## src/rtl/fpu_pipe_arbiter.sv

```systemverilog
// fpu_pipe_arbiter: round-robin issue arbiter and valid/tag sequencer for the shared add/mul FP pipeline
module fpu_pipe_arbiter #(
  parameter int PipeDepth  = 4,
  parameter int CountWidth = 3
) (
  input  logic                  Clk,
  input  logic                  ResetN,
  input  logic                  AddReqValid,
  output logic                  AddReqReady,
  input  logic                  MulReqValid,
  output logic                  MulReqReady,
  input  logic                  Flush,
  output logic                  IssueValid,
  output logic                  IssueMULorADD,
  output logic                  PipeEn,
  output logic                  MULorADD,
  output logic                  AddResValid,
  input  logic                  AddResReady,
  output logic                  MulResValid,
  input  logic                  MulResReady,
  output logic [CountWidth-1:0] InFlight
);
  logic [PipeDepth-1:0] stage_valid_q, stage_valid_d;
  logic [PipeDepth-1:0] stage_tag_q, stage_tag_d;
  logic                 last_grant_q, last_grant_d;
  logic                 head_valid, head_tag, head_accept;
  logic                 grant_add, grant_mul;
  logic [CountWidth-1:0] in_flight;
  // head status, global stall, round-robin grant and result steering
  always_comb begin
    head_valid    = stage_valid_q[PipeDepth-1];
    head_tag      = stage_tag_q[PipeDepth-1];
    head_accept   = head_valid & (head_tag ? MulResReady : AddResReady);
    PipeEn        = ~Flush & (~head_valid | head_accept);
    grant_add     = AddReqValid & (~MulReqValid | last_grant_q);
    grant_mul     = MulReqValid & (~AddReqValid | ~last_grant_q);
    AddReqReady   = PipeEn & grant_add;
    MulReqReady   = PipeEn & grant_mul;
    IssueValid    = AddReqReady | MulReqReady;
    IssueMULorADD = MulReqReady;
    MULorADD      = head_tag;
    AddResValid   = ~Flush & head_valid & ~head_tag;
    MulResValid   = ~Flush & head_valid & head_tag;
  end
  // next state: shift on advance, clear valids on flush, otherwise hold
  always_comb begin
    stage_valid_d = Flush ? '0 : PipeEn ? {stage_valid_q[PipeDepth-2:0], IssueValid} : stage_valid_q;
    stage_tag_d   = PipeEn ? {stage_tag_q[PipeDepth-2:0], IssueMULorADD} : stage_tag_q;
    last_grant_d  = (PipeEn & IssueValid) ? IssueMULorADD : last_grant_q;
  end
  // occupancy count over every stage including the head
  always_comb begin
    in_flight = '0;
    for (int i = 0; i < PipeDepth; i++) in_flight = in_flight + CountWidth'(stage_valid_q[i]);
    InFlight = in_flight;
  end
  // state registers; last grant resets to MUL so ADD wins the first contention
  always_ff @(posedge Clk or negedge ResetN) begin
    if (!ResetN) begin
      stage_valid_q <= '0;
      stage_tag_q   <= '0;
      last_grant_q  <= 1'b1;
    end else begin
      stage_valid_q <= stage_valid_d;
      stage_tag_q   <= stage_tag_d;
      last_grant_q  <= last_grant_d;
    end
  end
endmodule

```

## config.mk

```make
export PLATFORM = sky130hd
export DESIGN_NAME = fpu_pipe_arbiter
export DESIGN_NICKNAME = d
export VERILOG_FILES = /design/src/rtl/fpu_pipe_arbiter.sv
export SDC_FILE = /design/constraint.sdc
export NUM_CORES = 1
export LEC_CHECK = 0
export CAP_MARGIN = 20
export CORE_AREA = 10 10 47 49
export CTS_BUF_LIST = sky130_fd_sc_hd__clkbuf_2
export CTS_CLUSTER_DIAMETER = 200
export CTS_CLUSTER_SIZE = 12
export DETAILED_ROUTE_END_ITERATION = 10
export DIE_AREA = 0 0 57 59
export PLACE_DENSITY_LB_ADDON = 0.08
export SLEW_MARGIN = 20
export SYNTH_ARGS = -nofsm -noshare
export SYNTH_HDL_FRONTEND = slang
export SYNTH_SLANG_ARGS = --single-unit
```

## constraint.sdc

```tcl
create_clock -name Clk -period 3 [get_ports Clk]
set_input_delay 0.9 -clock Clk [delete_from_list [all_inputs] [get_ports Clk]]
set_output_delay 0.9 -clock Clk [all_outputs]
set_load 0.05 [all_outputs]
```

# Word-level counts from Yosys, hierarchy flattened
# Cells that the tools add are included.
# word_totals
reg_bits	9
input_bits	7
elab_cells	30
# classes
addsub	3
muxes	3
n_bitwise	20
reduce_logical	1
# ops
op	n
AND 1 bit	10
two-way mux 4 bit	2
NOT 1 bit	6
OR 1 bit	4
adder 2 x 1 -> 3 bit	1
adder 3 x 1 -> 3 bit	1
adder 1 x 1 -> 2 bit	1
nonzero test 2 bit	1
two-way mux 1 bit	1

# Longest topological paths before layout
# Gate-level depths: netlist (run 1).
# logic_depth
ltp_word	8
ltp_mapped	6
mapped_depth_nobuf	5

# Worst setup path before layout (run 1)
# Ideal clock, no wire load.
# synth_path
path_kind	input to output
start	in AddResReady
end	out MulReqReady
arrival_ns	2.718
required_ns	2.100
setup_slack_ns	-0.618
cell_stages	4
path_buffers	1
path_cell_list	mux2i_2 -> and2_4 -> nor3_1 -> buf_4
# synth_between
elab_chain_cells	5
# synth_rtl
element	line_no	rtl
start, declared	18	input logic AddResReady,
two-way mux 1 bit	33	head_accept = head_valid & (head_tag ? MulResReady : AddResReady);
AND 1 bit	33	
OR 1 bit	34	PipeEn = ~Flush & (~head_valid | head_accept);
AND 1 bit	34	
AND 1 bit	38	MulReqReady = PipeEn & grant_mul;
end, declared	11	output logic MulReqReady,
# No other way between the ends.

# Worst setup path after layout (run 1)
# layout_path
start	in MulReqValid
end	out IssueValid
# layout_between
elab_chain_cells	5
# layout_rtl
element	line_no	rtl
start, declared	10	input logic MulReqValid,
NOT 1 bit	35	grant_add = AddReqValid & (~MulReqValid | last_grant_q);
OR 1 bit	35	
AND 1 bit	35	
AND 1 bit	37	AddReqReady = PipeEn & grant_add;
OR 1 bit *	39	IssueValid = AddReqReady | MulReqReady;
end, declared	13	output logic IssueValid,
# Mark *: on every way between the ends. The rest lies on a longest branch, timed or not.

==> run_results.csv, run 1 <==
group,metric,value,unit
logic_synthesis,synth_top_cells_by_count,"8 x dfrtp_1, 6 x inv_1, 4 x nand2b_1",
logic_synthesis,synth.yosys.warnings,0,
finish,drive_gt1_frac,0.416,
logic_synthesis,synth_top_area_share,0.366,
finish,finish.instance_area,902,um^2
power,irDropWorstVdd,0.000254,V
die,core,0.00140,mm^2
setup_path,crit_required,2100,ps
finish,antennaDiodeCount,0,
logic_synthesis,synth.most_common_cell,"dfrtp_1",
detailed_routing,totalWireLength,1.25,mm
cts,clock-root-buffer,"clkbuf_2",
global_route,gr-total-overflow,0,
detailed_routing,via_per_inst,4.86,
finish,syn_to_final_growth,65.0,%
logic_synthesis,netlist-cell-type-count,28,
sta,worst_pin_slew,498,ps
logic_synthesis,synth-edff-count,0,
cts,clock_tree.buffer_depth,2,
place,dp_slack,-71.9,ps
place,portBuffers,17,
setup_path,cpMaxStageDelayCell,"clkdlybuf4s50_1",
detailed_routing,drtIter0Drc,10,
power,p_leak,0.000435,uW
global_route,antenna_found_initial,0,
cts,postCtsSetupRepairBufs,0,
sta,relSlewSlack,0.667,
place,hpwl,1.07,mm
cts,cts_made_buffers,3,
logic_synthesis,synth_nets,62,
sta,hold_viol_final,0,
setup_path,startpoint_type,"primary input",
sta,timing.fmax,0.342,GHz
logic_synthesis,syn_area_per_cell,10.5,um^2
setup_path,crit_path_start,"MulReqValid",
cts,tritoncts,"done",
setup_path,critPathCaptureType,"output pin",
setup_path,crit_fanout,4,
setup_path,critPathKind,"primary input to output pin",
setup_path,cpPeakStageDelay,460,ps
power,powerDensity,499,mW/mm^2
die,initial_core_util,0.390,
detailed_routing,drc,0,
detailed_routing,vias,452,
logic_synthesis,async_flop_share,1.00,
hold_path,min_from,"stage_tag_q[0]",
logic_synthesis,synth_area_leaders,"dfrtp_1 37%, mux2_4 5.5%, dfstp_2 4.8%",
sta,rsz0062_at_grt,"false",
power,fin_total_pwr,451,uW
die,die-area,0.00336,mm^2
detailed_routing,antenna_left,0,
setup_path,r2r-start,"stage_tag_q[3]",
global_route,grt_start_max_net_pins,10,
finish,nets,88,
logic_synthesis,syn_area,547,um^2
cts,clkTransAtPathRegs,90,ps
hold_path,hp-class,"flip-flop to flip-flop",
flow_run,cap_viol_max_count,0,
sta,finalSetupViolCount,0,
die,rows,14,
global_route,first_global_vias,506,
place,dpl_cell_area,872,um^2
setup_path,cp_cell_sequence,"clkdlybuf4s50_1 > or2_2 > and2_1 > buf_12",
place,gp_congestion,0.672,
die,die_w,57,um
logic_synthesis,synth-main-ff-cell,"dfrtp_1",
sta,period_minus_slack,2920,ps
logic_synthesis,postSynthRegisterBits,9,
logic_synthesis,yosys.area.top_type,"dfrtp_1",
logic_synthesis,synth_cells,52,
sta,clock_skew,1.64,ps
setup_path,arrival,2020,ps
detailed_routing,firstDrtPassIters,4,
finish,fillCellCount,126,
global_route,grt.total_usage,0.0785,
sta,drv_slew,0,
cts,clock_latency,240,ps
global_route,grt_pass1_wl,2.18,mm
logic_synthesis,ys_seq_area_frac,0.414,
die,die_h,59,um
outcome,outcome,"finished clean",
detailed_routing,wl_per_cell,13.5,um
die,pin_count,18,
sta,period_share,0.973,
sta,setup_ws,79.8,ps
cts,clock-sinks,9,
cts,ctsHtreeMaxLevel,1,
-- registers in the layout, indices dropped and copies added, names as in the netlist --
signal         flops
stage_valid_q      4
stage_tag_q        4
last_grant_q       1
-- layout make-up --
cell class	count	area (um^2)	area share
well taps	16	20.0	0.0222
clock buffers	4	20.0	0.0222
flip-flops and latches	9	226	0.251
repair buffers	24	310	0.344
multi-input cells	34	303	0.336
inverters	6	22.5	0.0250
-- critical path, delay by kind of cell --
| kind | cells | cell delay (ps) |
|---|---|---|
| buffers and inverters | 2 | 610 |
| and+or+nand+nor | 2 | 510 |
-- metrics by stage --
step | cells | util | setup TNS, ps | hold WS, ps
2_1_floorplan | 52 | - | -217 | 473
3_3_place_gp | 89 | 0.622 | -142 | 485
3_5_place_dp | 89 | 0.622 | -164 | 501
4_1_cts | 93 | 0.638 | 0 | 523
5_1_grt | 93 | 0.644 | 0 | 549
6_report | 93 | 0.644 | 0 | 517
-- cells by family (layout without fill, tap and decap cells) --
family / Yosys count / count (layout) / synth area share
adders and majority gates: 3 / 3 / 0.0824
muxes: 5 / 5 / 0.117
and+or+nand+nor: 17 / 17 / 0.183
AOI/OAI and AO/OA: 9 / 9 / 0.135
DFF: 9 / 9 / 0.414
buffers and inverters: 9 / 34 / 0.0687
-- per-layer routing --
layer / share of wire / vias to the layer above / GRT usage
li1: - / 228 / -
met1: 0.43 / 205 / 0.0877
met2: 0.47 / 19 / 0.129
met3: 0.099 / 0 / 0.0343
met4: 0 / 0 / 0.0302
met5: 0 / - / 0
-- path summary, 6_finish.rpt --
check	slack, ps	cells past startpoint	endpoint
setup / recovery	80	4	IssueValid
hold / removal	520	1	stage_tag_q[1]
setup reg to reg	1410	5	stage_tag_q[2]
hold reg to reg	520	1	stage_tag_q[1]
max in group asynchronous	1740	1	last_grant_q
min in group asynchronous	940	1	stage_tag_q[0]
-- placed cells by master, fill, tap and decap left out, drive strengths merged, types with 2 or more instances in the layout --
| master | instances |
|---|---|
| inv | 6 |
| and2 | 2 |
| dlygate4sd2 | 2 |
| dfrtp | 8 |
| ha | 2 |
| o21bai | 2 |
| clkdlybuf4s50 | 4 |
| mux2 | 2 |
| a21oi | 3 |
| mux2i | 3 |
| clkbuf | 4 |
| nor3 | 2 |
| nand2b | 4 |
| nand2 | 3 |
| buf | 17 |
-- where the power goes --
group,internal (uW),total [uW],switching [uW]
logic,105,210,105
clock network,35.4,77.8,42.4
registers,144,162,18.7
total,284,451,166
-- what timing repair did --
action / in CTS / in global routing
hold buffers: 0 / 0
gates resized for setup: 3 / 2
setup endpoints to repair: 5 / 1
pin swaps: 1 / 0
Power figures use the tool's default switching activity.
==> run 2, diff against run 1 <==
- clock period: 3 -> 2.8 ns (I/O delays scaled with it)
==> run 2 against run 1 <==
Critical path depth is the same. Power grew 6.4%. Final cell count increased by 1.1%. Worst setup slack got worse by 31 ps. Via count rose by 0.66%. Die area unchanged. Clock-buffer cell count unchanged. Non-clock buffer count increased by 1. Clock skew is 1.8 ps higher. Critical path type unchanged. Critical endpoint unchanged.
==> run_results.csv, run 2 (synthesis results as in run 1) <==
group,metric,value,unit
finish,top_regs,"stage_tag_q (4), stage_valid_q (4), last_grant_q (1)",
finish,final_cell_mix,"9 x buf_4, 9 x buf_12, 8 x dfrtp_1",
power,p_leak,0.000432,uW
sta,timing.fmax,0.364,GHz
sta,final.setup.tns,0,ps
cts,clock-sinks,9,
setup_path,cpPeakStageDelay,430,ps
die,die_w,57,um
hold_path,hp-class,"flip-flop to flip-flop",
global_route,antenna_found_initial,0,
place,portBuffers,17,
detailed_routing,firstDrtPassIters,1,
setup_path,critPathKind,"primary input to output pin",
finish,syn_to_final_growth,66.1,%
finish,drive_gt1_frac,0.423,
cts,clock_latency,250,ps
global_route,grt.total_usage,0.0801,
setup_path,worst-path-buf-inv,2,
cts,cts_made_buffers,3,
detailed_routing,via_per_inst,4.84,
setup_path,arrival,1910,ps
sta,relSlewSlack,0.669,
sta,setup_ws,49.2,ps
power,p_sw_frac,0.372,
sta,period_minus_slack,2750,ps
hold_path,holdPathStages,1,
setup_path,crit_fanout,3,
die,core,0.00140,mm^2
setup_path,crit_required,1960,ps
finish,fillCellCount,112,
die,initial_core_util,0.390,
setup_path,reg2reg_slack,1260,ps
finish,nets,89,
die,die-area,0.00336,mm^2
cts,tritoncts,"done",
finish,antennaDiodeCount,0,
sta,clock_skew,3.40,ps
power,powerDensity,528,mW/mm^2
global_route,gr-total-overflow,0,
die,pin_count,18,
sta,finalSetupViolCount,0,
sta,drv_slew,0,
detailed_routing,drc,0,
setup_path,crit_family,"buffers and inverters",
detailed_routing,vias,455,
detailed_routing,drtIter0Drc,0,
power,p_sw,178,uW
place,dp_slack,-211,ps
cts,clock-root-buffer,"clkbuf_2",
power,clkPwrFrac,0.175,
die,rows,14,
cts,clock_tree.buffer_depth,2,
setup_path,critPathCaptureType,"output pin",
global_route,first_global_vias,481,
sta,hold_viol_final,0,
power,pwr-share-comb,0.461,
sta,rsz0062_at_grt,"false",
setup_path,cp_cell_sequence,"clkdlybuf4s50_1 > or2_2 > and2_1 > buf_12",
die,die_h,59,um
setup_path,cpMaxStageDelayCell,"clkdlybuf4s50_1",
global_route,grt_start_max_net_pins,10,
detailed_routing,totalWireLength,1.26,mm
power,p_seq_frac,0.364,
global_route,grt_pass1_wl,2.19,mm
cts,postCtsHoldBufs,0,
setup_path,cp.depth,4,
finish,finalNonFillerCells,94,
flow_run,cap_viol_max_count,0,
cts,ctsHtreeMaxLevel,1,
sta,period_share,0.982,
sta,worst_pin_slew,495,ps
detailed_routing,antenna_left,0,
place,placedCellCount,90,
cts,clkTransAtPathRegs,90,ps
power,cellInternalPower,301,uW
detailed_routing,wl_per_cell,13.4,um
power,irDropWorstVdd,0.000332,V
setup_path,startpoint_type,"primary input",
cts,postCtsSetupRepairBufs,0,
place,hpwl,1.05,mm
setup_path,r2r_cells,5,
outcome,outcome,"finished clean",
place,gp_congestion,0.671,
run 2: final timing paths:
path	startpoint	endpoint
max	AddReqValid	IssueValid
min	stage_tag_q[0]	stage_tag_q[1]
max reg2reg	stage_tag_q[3]	stage_tag_q[2]
min reg2reg	stage_tag_q[0]	stage_tag_q[1]
max in group asynchronous	ResetN	last_grant_q
min in group asynchronous	ResetN	stage_tag_q[1]
run 2: final cells by class:
class                      instances  area [um^2]  share of cell area
tap                               16         20.0              0.0220
multi-input combinational         34          307               0.337
sequential                         9          226               0.249
inverter                           6         22.5              0.0248
clock buffer                       4         20.0              0.0220
timing repair buffer              25          313               0.344
run 2: metrics by stage:
step | total power (uW) | cell area (um^2) | hold WS [ps] | utilization
global placement | 397 | 881 | 492 | 0.629
CTS | 482 | 896 | 524 | 0.639
floorplan | 303 | 558 | 473 | -
detailed placement | 400 | 881 | 503 | 0.629
global route | 504 | 908 | 531 | 0.648
finish | 479 | 908 | 522 | 0.648
run 2: layer usage:
metal,share of wire,global-route usage,up-vias
li1,-,-,225
met1,0.42,0.0811,214
met2,0.48,0.133,14
met3,0.081,0.0472,2
met4,0.017,0.0302,0
met5,0,0,-
run 2: repair_timing:
item	4_1_cts	5_1_grt
pin swaps	0	1
resized for setup	4	1
setup endpoints to repair	5	1
run 2: power groups by stage:
stage          Clock [uW]  Combinational (uW)  Sequential, uW
6_report             84.1                 221             174
3_5_place_dp            0                 224             176
5_1_grt              91.9                 234             178
2_1_floorplan           0                 111             191
3_3_place_gp            0                 222             175
4_1_cts              85.4                 222             175
==> run 3, diff against run 2 <==
- PLACE_DENSITY: default -> 0.71
- PLACE_DENSITY_LB_ADDON: 0.08 -> default
==> run 3 against run 2 <==
Die area did not move. Clock skew increased by 1.8 ps. Clock-buffer cell count stayed put. Highest routed layer unchanged. First-iteration DRC count rose by 1. Global-route usage down 0.35 points. Sequential cell count unchanged. Hold slack got worse by 2.8 ps. Clock power down 2%. Worst setup slack improved by 13 ps. Utilization is 0.63 points higher. Combinational power barely moved.
==> run_results.csv, run 3 (synthesis results as in run 1) <==
group,metric,value,unit
outcome,outcome,"finished clean",
setup_path,arrival,1900,ps
cts,cts_made_buffers,3,
die,rows,14,
sta,timing.fmax,0.365,GHz
hold_path,holdPathStages,1,
finish,drive_gt1_frac,0.438,
detailed_routing,drtIter0Drc,1,
finish,layout_commonest_cell,"buf_4",
sta,hold_viol_final,0,
power,fin_total_pwr,479,uW
finish,antennaDiodeCount,0,
sta,period_share,0.978,
setup_path,crit_required,1960,ps
setup_path,critPathCaptureType,"output pin",
die,core,0.00140,mm^2
finish,fillCellCount,122,
sta,period_minus_slack,2740,ps
detailed_routing,drc,0,
cts,clkTransAtPathRegs,100,ps
sta,setup_ws,62.5,ps
global_route,gr-total-overflow,0,
finish,syn_to_final_growth,67.7,%
power,irDropWorstVdd,0.000273,V
setup_path,crit_fanout,3,
die,die-area,0.00336,mm^2
detailed_routing,vias,453,
sta,relSlewSlack,0.669,
finish,final_cell_mix,"11 x buf_4, 9 x buf_12, 8 x dfrtp_1",
power,powerDensity,523,mW/mm^2
place,hpwl,1.06,mm
detailed_routing,via_per_inst,4.72,
cts,ctsHtreeMaxLevel,1,
place,dp_slack,-215,ps
global_route,antenna_found_initial,0,
die,die_h,59,um
sta,worst_pin_slew,495,ps
global_route,first_global_vias,501,
setup_path,r2r-start,"stage_tag_q[3]",
die,die_w,57,um
flow_run,cap_viol_max_count,0,
cts,clock-root-buffer,"clkbuf_2",
setup_path,startpoint_type,"primary input",
detailed_routing,wl_per_cell,13.1,um
place,gp_congestion,0.776,
die,initial_core_util,0.390,
sta,hold_slack,519,ps
detailed_routing,antenna_left,0,
setup_path,critPathKind,"primary input to output pin",
die,pin_count,18,
sta,final.setup.tns,0,ps
sta,drv_slew,0,
finish,top_regs,"stage_tag_q (4), stage_valid_q (4), last_grant_q (1)",
global_route,grt_pass1_wl,2.11,mm
cts,clock_latency,240,ps
detailed_routing,firstDrtPassIters,3,
place,portBuffers,17,
detailed_routing,totalWireLength,1.25,mm
cts,clock-sinks,9,
global_route,grt_start_max_net_pins,10,
finish,nets,91,
cts,clock_tree.buffer_depth,2,
hold_path,min_from,"stage_tag_q[2]",
power,p_leak,0.000451,uW
sta,clock_skew,5.22,ps
setup_path,r2r_cells,5,
setup_path,crit_path_start,"AddReqValid",
hold_path,hp-class,"flip-flop to flip-flop",
sta,finalSetupViolCount,0,
cts,tritoncts,"done",
global_route,grt.total_usage,0.0766,
hold_path,hold-path-endpoint,"stage_tag_q[3]",
setup_path,r2r-end,"stage_tag_q[1]",
setup_path,reg2reg_slack,1250,ps
==> run 3: cell count changes in the layout (fill, tap and decap cells not counted) <==
| cell | change |
|---|---|
| buf_4 | +2 |
| dlygate4sd2_1 | -3 |
| ha_1 | +1 |
| dlymetal6s2s_1 | +1 |
| ha_4 | -1 |
| inv_2 | +1 |
| clkdlybuf4s15_1 | +2 |
| inv_1 | -1 |
==> run 3: worst max-delay path by stage <==
stage / to / slack (ps) / cells after the start
after floorplan: MulReqReady / -210 / 4
after global placement: IssueMULorADD / -200 / 7
after detailed placement: MulReqReady / -220 / 7
after CTS: MulReqReady / 20 / 6
after global routing: InFlight[1] / -4 / 6
final: IssueValid / 60 / 4
==> run 3: repair_timing <==
item / CTS / global route
gates resized for setup: 3 / 4
hold buffers: 0 / 0
buffers inserted: 0 / 1
setup endpoints to repair: 5 / 4
==> run 3: layout make-up <==
class	count	area, um^2	area share
timing repair buffer	27	334	0.364
multi-input combinational	34	294	0.321
sequential	9	226	0.247
inverter	6	22.5	0.0246
clock buffer	4	20.0	0.0218
tap	16	20.0	0.0218
==> run 3: power by group <==
group          leakage [uW]  internal [uW]  switching [uW]
combinational      0.000322            111             112
clock             0.0000166           38.0            44.7
sequential         0.000113            154            19.9
total              0.000451            303             176
==> run 3: per-layer routing <==
layer,track usage,wire length [um],vias to the layer above
li1,-,-,231
met4,0.0403,10,0
met3,0.0429,114,2
met2,0.122,636,13
met5,0,0,-
met1,0.0786,492,207
==> run 3: critical path, cell delays in order <==
cell	delay, ps
clkdlybuf4s50_1	430
or2_2	290
and2_1	190
buf_12	150
==> run 3: per-stage QoR <==
stage               std cells  utilization  cell area, um^2
floorplan                  52            -              558
global placement           91        0.634              888
detailed placement         91        0.634              888
CTS                        95        0.646              905
global route               96        0.654              917
finish                     96        0.654              917
